--- src/rtl/cpu_mem_pkg.sv ---
// Shared types for the unified instruction/data memory arbiter:
// FSM states, owner encoding and default bus widths.
package cpu_mem_pkg;

   localparam int DEF_ADDR_W  = 32;
   localparam int DEF_DATA_W  = 32;
   localparam int DEF_TIMEOUT = 64;

   typedef enum logic [1:0] {
      IDLE  = 2'd0,
      ISSUE = 2'd1,
      WAIT  = 2'd2,
      RESP  = 2'd3
   } state_e;

   typedef enum logic {
      OWN_IF = 1'b0,
      OWN_D  = 1'b1
   } owner_e;

   // Counter width able to hold TIMEOUT-1; at least one bit so a disabled timeout still elaborates.
   function automatic int cnt_width(input int timeout);
      return (timeout > 1) ? $clog2(timeout) : 1;
   endfunction

endpackage

--- src/rtl/unified_mem_arbiter_if.sv ---
// Memory-side bus of the arbiter. Handshake: mem_req is a one-cycle issue
// strobe with we/addr/wdata stable until mem_ack; mem_ack is a one-cycle
// completion strobe qualifying mem_rdata. No backpressure on either strobe.
interface unified_mem_arbiter_if #(
   parameter int ADDR_W = 32,
   parameter int DATA_W = 32
);

   logic              mem_req;
   logic              mem_we;
   logic [ADDR_W-1:0] mem_addr;
   logic [DATA_W-1:0] mem_wdata;
   logic [DATA_W-1:0] mem_rdata;
   logic              mem_ack;

   modport master (
      output mem_req, mem_we, mem_addr, mem_wdata,
      input  mem_rdata, mem_ack
   );

   modport slave (
      input  mem_req, mem_we, mem_addr, mem_wdata,
      output mem_rdata, mem_ack
   );

endinterface

--- src/rtl/mem_timeout_counter.sv ---
// Counts WAIT cycles without an ack; expired_o flags the last allowed cycle.
// TIMEOUT of 0 disables expiry.
module mem_timeout_counter
   import cpu_mem_pkg::*;
#(
   parameter int TIMEOUT = DEF_TIMEOUT
) (
   input  logic clk_i,
   input  logic rst_i,
   input  logic clear_i,
   input  logic enable_i,
   output logic expired_o
);

   localparam int CW = cnt_width(TIMEOUT);

   logic [CW-1:0] cnt_q;

   always_ff @(posedge clk_i) begin
      if (rst_i || clear_i) begin
         cnt_q <= '0;
      end else if (enable_i) begin
         cnt_q <= cnt_q + CW'(1);
      end
   end

   assign expired_o = (TIMEOUT != 0) && (cnt_q == CW'(TIMEOUT - 1));

endmodule

--- src/rtl/unified_mem_arbiter.sv ---
// Shares one variable-latency memory between the fetch port and the MEM-stage
// load/store port; one access in flight, data port wins ties.
module unified_mem_arbiter
   import cpu_mem_pkg::*;
#(
   parameter int ADDR_W  = DEF_ADDR_W,
   parameter int DATA_W  = DEF_DATA_W,
   parameter int TIMEOUT = DEF_TIMEOUT
) (
   input  logic              clk_i,
   input  logic              rst_i,
   input  logic              if_req_i,
   input  logic [ADDR_W-1:0] if_addr_i,
   output logic [DATA_W-1:0] if_data_o,
   output logic              if_ready_o,
   input  logic              d_req_i,
   input  logic              d_we_i,
   input  logic [ADDR_W-1:0] d_addr_i,
   input  logic [DATA_W-1:0] d_wdata_i,
   output logic [DATA_W-1:0] d_rdata_o,
   output logic              d_ready_o,
   output logic              mem_req_o,
   output logic              mem_we_o,
   output logic [ADDR_W-1:0] mem_addr_o,
   output logic [DATA_W-1:0] mem_wdata_o,
   input  logic [DATA_W-1:0] mem_rdata_i,
   input  logic              mem_ack_i,
   output logic              stall_if_o,
   output logic              stall_mem_o,
   output logic              err_o,
   output state_e            dbg_state_o
);

   unified_mem_arbiter_if #(.ADDR_W(ADDR_W), .DATA_W(DATA_W)) mem_bus ();

   state_e            state_q;
   owner_e            owner_q;
   logic              mem_req_q;
   logic              mem_we_q;
   logic [ADDR_W-1:0] mem_addr_q;
   logic [DATA_W-1:0] mem_wdata_q;
   logic [DATA_W-1:0] if_data_q;
   logic [DATA_W-1:0] d_rdata_q;
   logic              if_ready_q;
   logic              d_ready_q;
   logic              err_q;

   logic              grant_d;
   owner_e            owner_d;
   logic              we_d;
   logic [ADDR_W-1:0] addr_d;
   logic [DATA_W-1:0] wdata_d;
   logic              timeout_hit;

   // In RESP only the non-owner may be granted: the owner still holds its
   // request during its ready pulse and must not be served twice.
   always_comb begin
      grant_d = 1'b0;
      owner_d = OWN_D;
      unique case (state_q)
         IDLE: begin
            if (d_req_i) begin
               grant_d = 1'b1;
               owner_d = OWN_D;
            end else if (if_req_i) begin
               grant_d = 1'b1;
               owner_d = OWN_IF;
            end
         end
         RESP: begin
            if ((owner_q == OWN_IF) && d_req_i) begin
               grant_d = 1'b1;
               owner_d = OWN_D;
            end else if ((owner_q == OWN_D) && if_req_i) begin
               grant_d = 1'b1;
               owner_d = OWN_IF;
            end
         end
         default: ;
      endcase
   end

   assign we_d    = (owner_d == OWN_D) ? d_we_i    : 1'b0;
   assign addr_d  = (owner_d == OWN_D) ? d_addr_i  : if_addr_i;
   assign wdata_d = (owner_d == OWN_D) ? d_wdata_i : '0;

   mem_timeout_counter #(.TIMEOUT(TIMEOUT)) u_timeout (
      .clk_i     (clk_i),
      .rst_i     (rst_i),
      .clear_i   (state_q != WAIT),
      .enable_i  ((state_q == WAIT) && !mem_bus.mem_ack),
      .expired_o (timeout_hit)
   );

   always_ff @(posedge clk_i) begin
      if (rst_i) begin
         state_q     <= IDLE;
         owner_q     <= OWN_IF;
         mem_req_q   <= 1'b0;
         mem_we_q    <= 1'b0;
         mem_addr_q  <= '0;
         mem_wdata_q <= '0;
         if_data_q   <= '0;
         d_rdata_q   <= '0;
         if_ready_q  <= 1'b0;
         d_ready_q   <= 1'b0;
         err_q       <= 1'b0;
      end else begin
         mem_req_q  <= 1'b0;
         if_ready_q <= 1'b0;
         d_ready_q  <= 1'b0;
         unique case (state_q)
            IDLE, RESP: begin
               if (grant_d) begin
                  state_q     <= ISSUE;
                  owner_q     <= owner_d;
                  mem_req_q   <= 1'b1;
                  mem_we_q    <= we_d;
                  mem_addr_q  <= addr_d;
                  mem_wdata_q <= wdata_d;
               end else begin
                  state_q <= IDLE;
               end
            end
            ISSUE: state_q <= WAIT;
            WAIT: begin
               if (mem_bus.mem_ack) begin
                  state_q <= RESP;
                  if (owner_q == OWN_D) begin
                     d_ready_q <= 1'b1;
                     if (!mem_we_q) d_rdata_q <= mem_bus.mem_rdata;
                  end else begin
                     if_ready_q <= 1'b1;
                     if_data_q  <= mem_bus.mem_rdata;
                  end
               end else if (timeout_hit) begin
                  // Abort: complete toward the requester with zero data so the pipeline unfreezes.
                  state_q <= RESP;
                  err_q   <= 1'b1;
                  if (owner_q == OWN_D) begin
                     d_ready_q <= 1'b1;
                     d_rdata_q <= '0;
                  end else begin
                     if_ready_q <= 1'b1;
                     if_data_q  <= '0;
                  end
               end
            end
            default: state_q <= IDLE;
         endcase
      end
   end

   assign mem_bus.mem_req   = mem_req_q;
   assign mem_bus.mem_we    = mem_we_q;
   assign mem_bus.mem_addr  = mem_addr_q;
   assign mem_bus.mem_wdata = mem_wdata_q;
   assign mem_bus.mem_rdata = mem_rdata_i;
   assign mem_bus.mem_ack   = mem_ack_i;

   assign mem_req_o   = mem_bus.mem_req;
   assign mem_we_o    = mem_bus.mem_we;
   assign mem_addr_o  = mem_bus.mem_addr;
   assign mem_wdata_o = mem_bus.mem_wdata;

   assign if_data_o   = if_data_q;
   assign if_ready_o  = if_ready_q;
   assign d_rdata_o   = d_rdata_q;
   assign d_ready_o   = d_ready_q;
   assign err_o       = err_q;
   assign dbg_state_o = state_q;

   assign stall_if_o  = if_req_i & ~if_ready_q;
   assign stall_mem_o = d_req_i & ~d_ready_q;

endmodule
--- config.mk ---
export PLATFORM = sky130hd
export DESIGN_NAME = unified_mem_arbiter
export DESIGN_NICKNAME = d
export VERILOG_FILES = /design/src/rtl/cpu_mem_pkg.sv /design/src/rtl/unified_mem_arbiter_if.sv /design/src/rtl/mem_timeout_counter.sv /design/src/rtl/unified_mem_arbiter.sv
export SDC_FILE = /design/constraint.sdc
export NUM_CORES = 1
export LEC_CHECK = 0
export ABC_AREA = 1
export CORE_ASPECT_RATIO = 2
export CORE_MARGIN = 4
export CORE_UTILIZATION = 46
export CTS_CLUSTER_SIZE = 8
export DETAILED_ROUTE_END_ITERATION = 6
export GPL_TIMING_DRIVEN = 0
export PLACE_DENSITY_LB_ADDON = 0.15
export SLEW_MARGIN = 20
export SYNTH_ARGS = -nofsm -noshare
export SYNTH_HDL_FRONTEND = slang
export SYNTH_SLANG_ARGS = --single-unit
--- constraint.sdc ---
create_clock -name clk_i -period 3.6 [get_ports clk_i]
set_clock_uncertainty 0.2 [all_clocks]
set_input_delay 0.72 -clock clk_i [delete_from_list [all_inputs] [get_ports clk_i]]
set_output_delay 0.72 -clock clk_i [all_outputs]
set_load 0.02 [all_outputs]
==> results.json <==
{
  "dpl.hpwl_mm": 16.39,
  "port_buffers": 270,
  "yosys_warnings": 0,
  "dp.cells": 1297,
  "die-height_um": 172.0,
  "tns_ns": 0,
  "dieArea_um2": 15480,
  "cts_tree": "done",
  "clock_latency_ns": 0.41,
  "io_pins": 271,
  "rsz0062_at_grt": "false",
  "synthMuxAreaShare_pct": 0,
  "cts_setup_buffers": 0,
  "place_area_um2": 9077,
  "max_cap_viol_count": 0,
  "nets": 1302,
  "status": "finished, final reports clean",
  "cts_buffers": 17,
  "grt_usage_pct": 26.79,
  "synthAdderAreaFrac_pct": 0.8092,
  "rows": 59,
  "cp-start-kind": "input pin",
  "drtPass1Iterations": 7,
  "syn_area_um2": 6185,
  "avgViaCountPerCell": 5.179,
  "ir_worst_vdd_mv": 0.4849,
  "grt_pass1_vias": 6853,
  "root_buffer": "clkbuf_16",
  "num_antenna_cells": 0,
  "path_buf_inv": 3,
  "syn-num-nets": 1013,
  "slew_headroom_pct": 62.50,
  "synth_cell_type_count": 22,
  "setup_viol": 0,
  "drive_gt1_share_pct": 5.438,
  "fp.coreArea_um2": 13070,
  "place_congestion": 0.8802,
  "synthToLayoutAreaGrowth_pct": 56.20,
  "wl_mm": 21.16,
  "vias": 6883,
  "postCtsHoldBufs": 0,
  "die_w_um": 89.99,
  "antenna_found_initial": 0,
  "post-route-period-util_pct": 83.01,
  "final_cell_mix": "clkdlybuf4s50_1, nand2_1, dfxtp_1",
  "h-tree-depth": 4,
  "synth_compound_gate_area_share_pct": 9.326,
  "start_util_pct": 47.33,
  "endpoint_kind": "primary output",
  "synth_simple_gate_area_share_pct": 33.64,
  "grt_pass1_wl_mm": 33.41,
  "syn-instance-count": 875,
  "instances_no_fill": 1329,
  "cts_resized": 0,
  "grt_max_degree": 17,
  "wire_per_inst_um": 15.92,
  "p_per_area_nw_per_um2": 769.7,
  "drcViolationCount": 0,
  "p_leak_nw": 3.767,
  "tightest_slew_ns": 0.5625,
  "fmax_mhz": 334.6,
  "grt_overflow": 0,
  "timing.setup.critical_path_class": "input pin to primary output",
  "hp-class": "register to register",
  "final_common_cell": "clkdlybuf4s50_1",
  "critPathMostFrequentCell": "clkdlybuf4s50_1",
  "crit_chain": "clkdlybuf4s50_1, inv_1, nor2_1, clkdlybuf4s50_1",
  "antenna_left": 0,
  "critPathMaxFanout": 4,
  "synth-xor-area-share_pct": 0,
  "drv_slew": 0,
  "synth_top_area_share_pct": 45.96,
  "synth_top_cell_by_area": "dfxtp_1",
  "synth_area_leaders": "dfxtp_1, nand2_1, nand4_1",
  "fin_area_um2": 9661,
  "crit_family": "buffers and inverters",
  "cp_data_required_time_ns": 2.68,
  "clkTransAtPathRegs_ns": 0.06,
  "yosys_register_bits": 142,
  "syn-mean-instance-area_um2": 7.068,
  "synth-seq-area-share_pct": 45.96,
  "min_period_ns": 2.988,
  "drt_iter0_markers": 297,
  "crit_path_top_delay_cell": "clkdlybuf4s50_1",
  "clock-sinks": 142,
  "synth_top_family_by_area": "simple AND/OR/NAND/NOR gates",
  "hold_violations": 0,
  "ctsLongestPathBuffers": 2,
  "critPathArrivalTime_ns": 2.07,
  "crit_path_max_incr_delay_ns": 0.64
}
[worst register-to-register path, delay by kind of cell (launching register included)]
kind / cells / cell delay [ns]
AOI/OAI and AO/OA: 1 / 0.15
adders and majority gates: 1 / 0.36
buffers and inverters: 4 / 1.06
DFF: 1 / 0.37
and+or+nand+nor: 1 / 0.14
[layer usage]
metal / up-vias / share of wire (%) / track usage [%]
li1: 3470 / - / -
met1: 3090 / 34 / 24.79
met2: 274 / 54 / 52.13
met3: 49 / 8.3 / 10.10
met4: 0 / 3.6 / 11.27
met5: - / 0 / 0
[registers in the layout (all words and copies together), names as in the netlist]
signal	count
d_rdata_o	32
err_o	1
if_ready_o	1
mem_req_o	1
if_data_o	32
d_ready_o	1
dbg_state_o	2
mem_addr_o	32
owner_q	1
u_timeout.cnt_q	6
mem_wdata_o	32
mem_we_o	1
[through the flow]
stage	total power, mW	hold WS (ns)	setup slack [ns]	util, %
after floorplan	4.368	0.2387	1.590	-
after global placement	5.673	0.2471	0.6566	69.47
after detailed placement	5.718	0.2530	0.6545	69.47
after CTS	7.484	0.2644	0.6368	73.93
after global routing	7.958	0.2778	0.5378	73.93
final	7.436	0.2631	0.6117	73.93
[worst paths after layout]
check / startpoint / to / slack, ns / cells after the start
worst max-delay path: if_req_i / stall_if_o / 0.61 / 4
worst max register to register: dbg_state_o[0] / mem_we_o / 1.24 / 7
worst min register to register: if_data_o[8] / if_data_o[8] / 0.26 / 2
worst min-delay path: if_data_o[8] / if_data_o[8] / 0.26 / 2
[layout make-up]
cell class,count,area [um2]
Buffer,73,330.3
Fill cell,1047,3406
Clock buffer,18,439.2
Timing Repair Buffer,270,2703
Tap cell,152,190.2
Clock inverter,14,143.9
Multi-Input combinational cell,579,2708
Sequential cell,142,2843
Inverter,81,304.0
[power by group]
group          switching, mW  internal [mW]
registers              0.162           1.89
logic                   2.24           1.39
clock network          0.753          0.997
total                   3.16           4.28
[cell families (layout without fill, tap and decap cells)]
kind of cell | count (synthesis) | in the layout
AO/OA/AOI/OAI | 114 | 114
buffers and inverters | 154 | 456
adder cells (fa/ha/maj) | 4 | 4
flip-flops | 142 | 142
AND/OR/NAND/NOR | 461 | 461
[cell usage after synthesis, drive strengths merged]
library cell / count
clkinv: 1
nand2: 180
nand3: 73
clkbuf: 38
nand4: 97
a21oi: 105
and3: 1
o21bai: 1
dfxtp: 142
nor3: 1
inv: 80
ha: 4
o21ai: 8
nor2: 109
buf: 35
Power figures use the tool's default switching activity.
==> RTL edit 1, RTL diff (config.mk and constraints unchanged) <==
`DEF_DATA_W`: 32 -> 28.
--- a/src/rtl/cpu_mem_pkg.sv
+++ b/src/rtl/cpu_mem_pkg.sv
@@ -4,5 +4,5 @@
 
    localparam int DEF_ADDR_W  = 32;
-   localparam int DEF_DATA_W  = 32;
+   localparam int DEF_DATA_W  = 28;
    localparam int DEF_TIMEOUT = 64;
 
Interface: changed (5 resized); port bits go from 271 to 251. The function was not compared with the original's and may differ.
==> RTL edit 1 against the unedited design <==
Critical path depth unchanged; sequential power decreased by 3%; global-route usage decreased by 2.2 points; combinational power increased by 4%; setup slack improved by 0.047 ns; total power increased by 1.3%; sequential cell count decreased by 12; hold slack got worse by 0.0049 ns; fmax increased by 1.6%; design area decreased by 2.0%; routed wire length decreased by 8.3%; synthesized area about the same; synthesized cell count increased by 13%; critical path type unchanged; highest routed layer unchanged.
==> RTL edit 1: results (changes against the unedited design) <==
| Metric | Value |
|---|---|
| Status | complete, no violations |
| CP max-delay cell | clkdlybuf4s50_1 |
| Hold WS | 0.258 ns (-0.00492 ns) |
| Setup WS pre-CTS | 0.671 ns (+0.0169 ns) |
| Routed met3 length | 1360 um (-22%) |
| Clk. pwr | about 0.0018 W |
| # fillers | 1084 (+3.5%) |
| Synth unique cells | 25 (+14%) |
| Hpwl dp | 15000 um (-8.2%) |
| Met2 Use GR | 48.9% (-3.2 points) |
| Vias in the first global route | 6319 (-7.8%) |
| WL met1 | 6730 um (-6.1%) |
| #MultiIn Comb | 632 (+9.2%) |
| Hold Path Sink | d_rdata_o[2] |
| Area contributors post-synth | dfxtp_1, nand2_1, nor2_1 |
| Top cells by count, synth | nand2_1, nor2_1, inv_1 |
| R2R Setup Slk | 1.22 ns (-0.02 ns) |
| Placement Cell Area | 0.00886 sq mm (-2.4%) |
| Sequential area share after synthesis | 42.1% (-3.9 points) |
| First-pass GRT wire length | 30500 um (-8.8%) |
| Hold path startpoint | d_rdata_o[2] |
| Peak supply drop | 0.651 mV (+34%) |
| Clock group share of total power | 23.6% |
| P&R area growth vs syn | 52.9% |
| Met1 Use GR | 22.4% (-2.4 points) |
| Leak | 4.45 nW (+18%) |
| First DRT Iteration DRCs | 149 (-50%) |
| Total CTS buffers | 17 (unchanged) |
| Number of iterations in the first detailed-routing pass | 5 (-2) |
| CTS root buffer | clkbuf_16 |
| Clock buf/inv share | 6.37% (+0.34 points) |
| Clock Sinks | 130 (-8.5%) |
| GRT Overall Usage | 24.6% (-2.2 points) |
| Bufs w/o clock | 307 (-10%) |
| Reg-to-Reg End | owner_q |
| Final std cells w/o fill | 1416 (+6.5%) |
| Share of post-route cells with drive strength above 1 | 5.70% (+0.26 points) |
| Routed len/inst | 13.7 um (-14%) |
| Routed wl met2 | 10800 um (-5.9%) |
| Combinational power share | 50.1% (+1.2 points) |
| CP Max Fanout | 3 (-1) |
| P_sw | 0.00315 W (-0.11%) |
| CP Launch Point | d_req_i |
| Net count after synthesis | 1115 (+10%) |
| M3 GR Usage | 7.88% (-2.2 points) |
| Max FFs per register | 32 |
| Rel. slew slack | 64.6% (+2.1 points) |
| Syn_area_per_cell | 6.28 sq um (-11%) |
| Vias | 6647 (-3.4%) |
| Nonclk inv count | 164 (+100%) |
| Multi-input gate area | 0.00267 sq mm (-1.4%) |
| Critical Path AT | 2.02 ns (-0.05 ns) |
| Non-clock buffer share | 29.4% (-2.0 points) |
| Fraction of area in registers | 27.5% (-1.9 points) |
| Number of buffers added on ports | 248 (-8.1%) |
| Global placement routability congestion | 0.833 (-5.4%) |
-- RTL edit 1: cell types whose count changed in the layout (fill, tap and decap cells not counted), moves of 12 or more --
cell and change:
nand2_1 +106, inv_1 +84, nor2_1 +84, nand4_1 -64
a21oi_1 -40, nand3_1 -34, clkdlybuf4s50_1 -22, clkbuf_1 -13
dfxtp_1 -12
-- RTL edit 1: how the worst max path moves through the flow --
stage | cells past startpoint | slack, ns | to
floorplan | 8 | 1.59 | mem_addr_o[10]
global placement | 4 | 0.67 | stall_if_o
detailed placement | 4 | 0.67 | stall_mem_o
CTS | 4 | 0.67 | stall_mem_o
global route | 4 | 0.61 | stall_mem_o
finish | 4 | 0.66 | stall_mem_o
-- RTL edit 1: cells by family after synthesis --
logic type / synth area share, %
AND/OR/NAND/NOR: 36.3
buffers and inverters: 14.8
flip-flops: 42.1
AO/OA/AOI/OAI: 6.03
adder cells (fa/ha/maj): 0.809
==> RTL edit 2, RTL diff (same settings) <==
Without the edit above. Make the reset (`rst_i`) asynchronous in one clocked block.
--- a/src/rtl/unified_mem_arbiter.sv
+++ b/src/rtl/unified_mem_arbiter.sv
@@ -93,5 +93,5 @@
    );
 
-   always_ff @(posedge clk_i) begin
+   always_ff @(posedge clk_i or posedge rst_i) begin
       if (rst_i) begin
          state_q     <= IDLE;
Behaviour: differs if rst_i is asserted again (counterexample within 4 cycles, from zero or initial values and one cycle with rst_i high); with rst_i held inactive, the same outputs for 4 cycles.
==> RTL edit 2 against the unedited design <==
Register-to-register slack improved by 0.26 ns; sequential cell count unchanged; routed wire length decreased by 4.2%; synthesized area increased by 1.7%; total power increased by 27%; design area increased by 2.1%; fmax increased by 2.1%; sequential power increased by 31%; setup slack improved by 0.063 ns; highest routed layer unchanged; global-route usage decreased by 0.53 points.
==> RTL edit 2: results (changes against the unedited design) <==
| Metric | Value |
|---|---|
| First-pass GRT wire length | 33000 um (-1.3%) |
| Share of post-route cells with drive strength above 1 | 7.05% (+1.6 points) |
| Crit-path max cell delay | 0.60 ns (-0.04 ns) |
| Routed wl met2 | 11100 um (-3.2%) |
| Nonclk inv count | 17 (-79%) |
| Clock buffers | 19 (+1) |
| Core area | 0.0134 sq mm (+2.8%) |
| GRT Overall Usage | 26.3% (-0.53 points) |
| Critical Path AT | 2.01 ns (-0.06 ns) |
| # fillers | 1021 (-2.5%) |
| Via-to-Cell Ratio | 5.19 (+0.20%) |
| Top cells by count, synth | nand2_1, dfrtp_1, nand4_1 |
| Met2 Use GR | 49.3% (-2.8 points) |
| Hold path startpoint | err_o |
| Min cycle time layout | 2.93 ns (-0.0627 ns) |
| Mapped Cells | 758 (-13%) |
| Vias | 6326 (-8.1%) |
| Vias in the first global route | 6579 (-4.0%) |
| Bufs w/o clock | 329 (-4.1%) |
| Reg-to-Reg End | mem_addr_o[1] |
| Status | complete, no violations |
| Clock buf/inv share | 5.95% (-0.087 points) |
| Sw Share | 43.2% (+0.72 points) |
| WL met1 | 6860 um (-4.3%) |
| Leak | 4.76 nW (+26%) |
| Net count after synthesis | 896 (-12%) |
| Non-clock buffer share | 31.0% (-0.35 points) |
| Placed cells | 1187 (-8.5%) |
| Area contributors post-synth | dfrtp_1, nand2_1, nand4_1 |
| #MultiIn Comb | 544 (-6.0%) |
| Hold Path Stages | 1 (-1) |
| R2R depth | 10 (+3) |
| Multi-input logic portion of the cell area | 24.6% (-3.4 points) |
| Met1 Use GR | 25.4% (+0.64 points) |
| Setup WS pre-CTS | 0.559 ns (-0.0952 ns) |
| Final WL | 20300 um (-4.2%) |
| Hpwl dp | 15700 um (-4.4%) |
| Pin count of the biggest net entering global routing | 36 (+19) |
| Number of iterations in the first detailed-routing pass | 4 (-3) |
| Peak supply drop | 0.685 mV (+41%) |
==> RTL edit 2: cell types whose count changed in the layout (fill, tap and decap cells not counted), moves of 64 or more <==
cell,before,now
inv_1,78,12
nand3_1,73,9
nor2_1,108,11
dfxtp_1,142,6
dfrtp_1,0,136
nand2_1,176,374
a21oi_1,104,2
==> RTL edit 2: power by group through the flow <==
| stage | sequential (W) | combinational [W] | clock [W] |
|---|---|---|---|
| 2_1_floorplan | 0.00345 | 0.00205 | 0 |
| 3_3_place_gp | 0.00267 | 0.00497 | 0 |
| 3_5_place_dp | 0.00269 | 0.00505 | 0 |
| 4_1_cts | 0.00268 | 0.00508 | 0.00179 |
| 5_1_grt | 0.00276 | 0.00550 | 0.00187 |
| 6_report | 0.00268 | 0.00502 | 0.00177 |
==> RTL edit 2: cell families after synthesis <==
logic type | after synthesis | synth area share (%)
compound gates | 43 | 3.70
fa+ha+maj | 4 | 0.796
buf+inv | 72 | 5.35
xor+xnor | 2 | 0.278
flops | 142 | 56.0
simple gates | 495 | 33.9
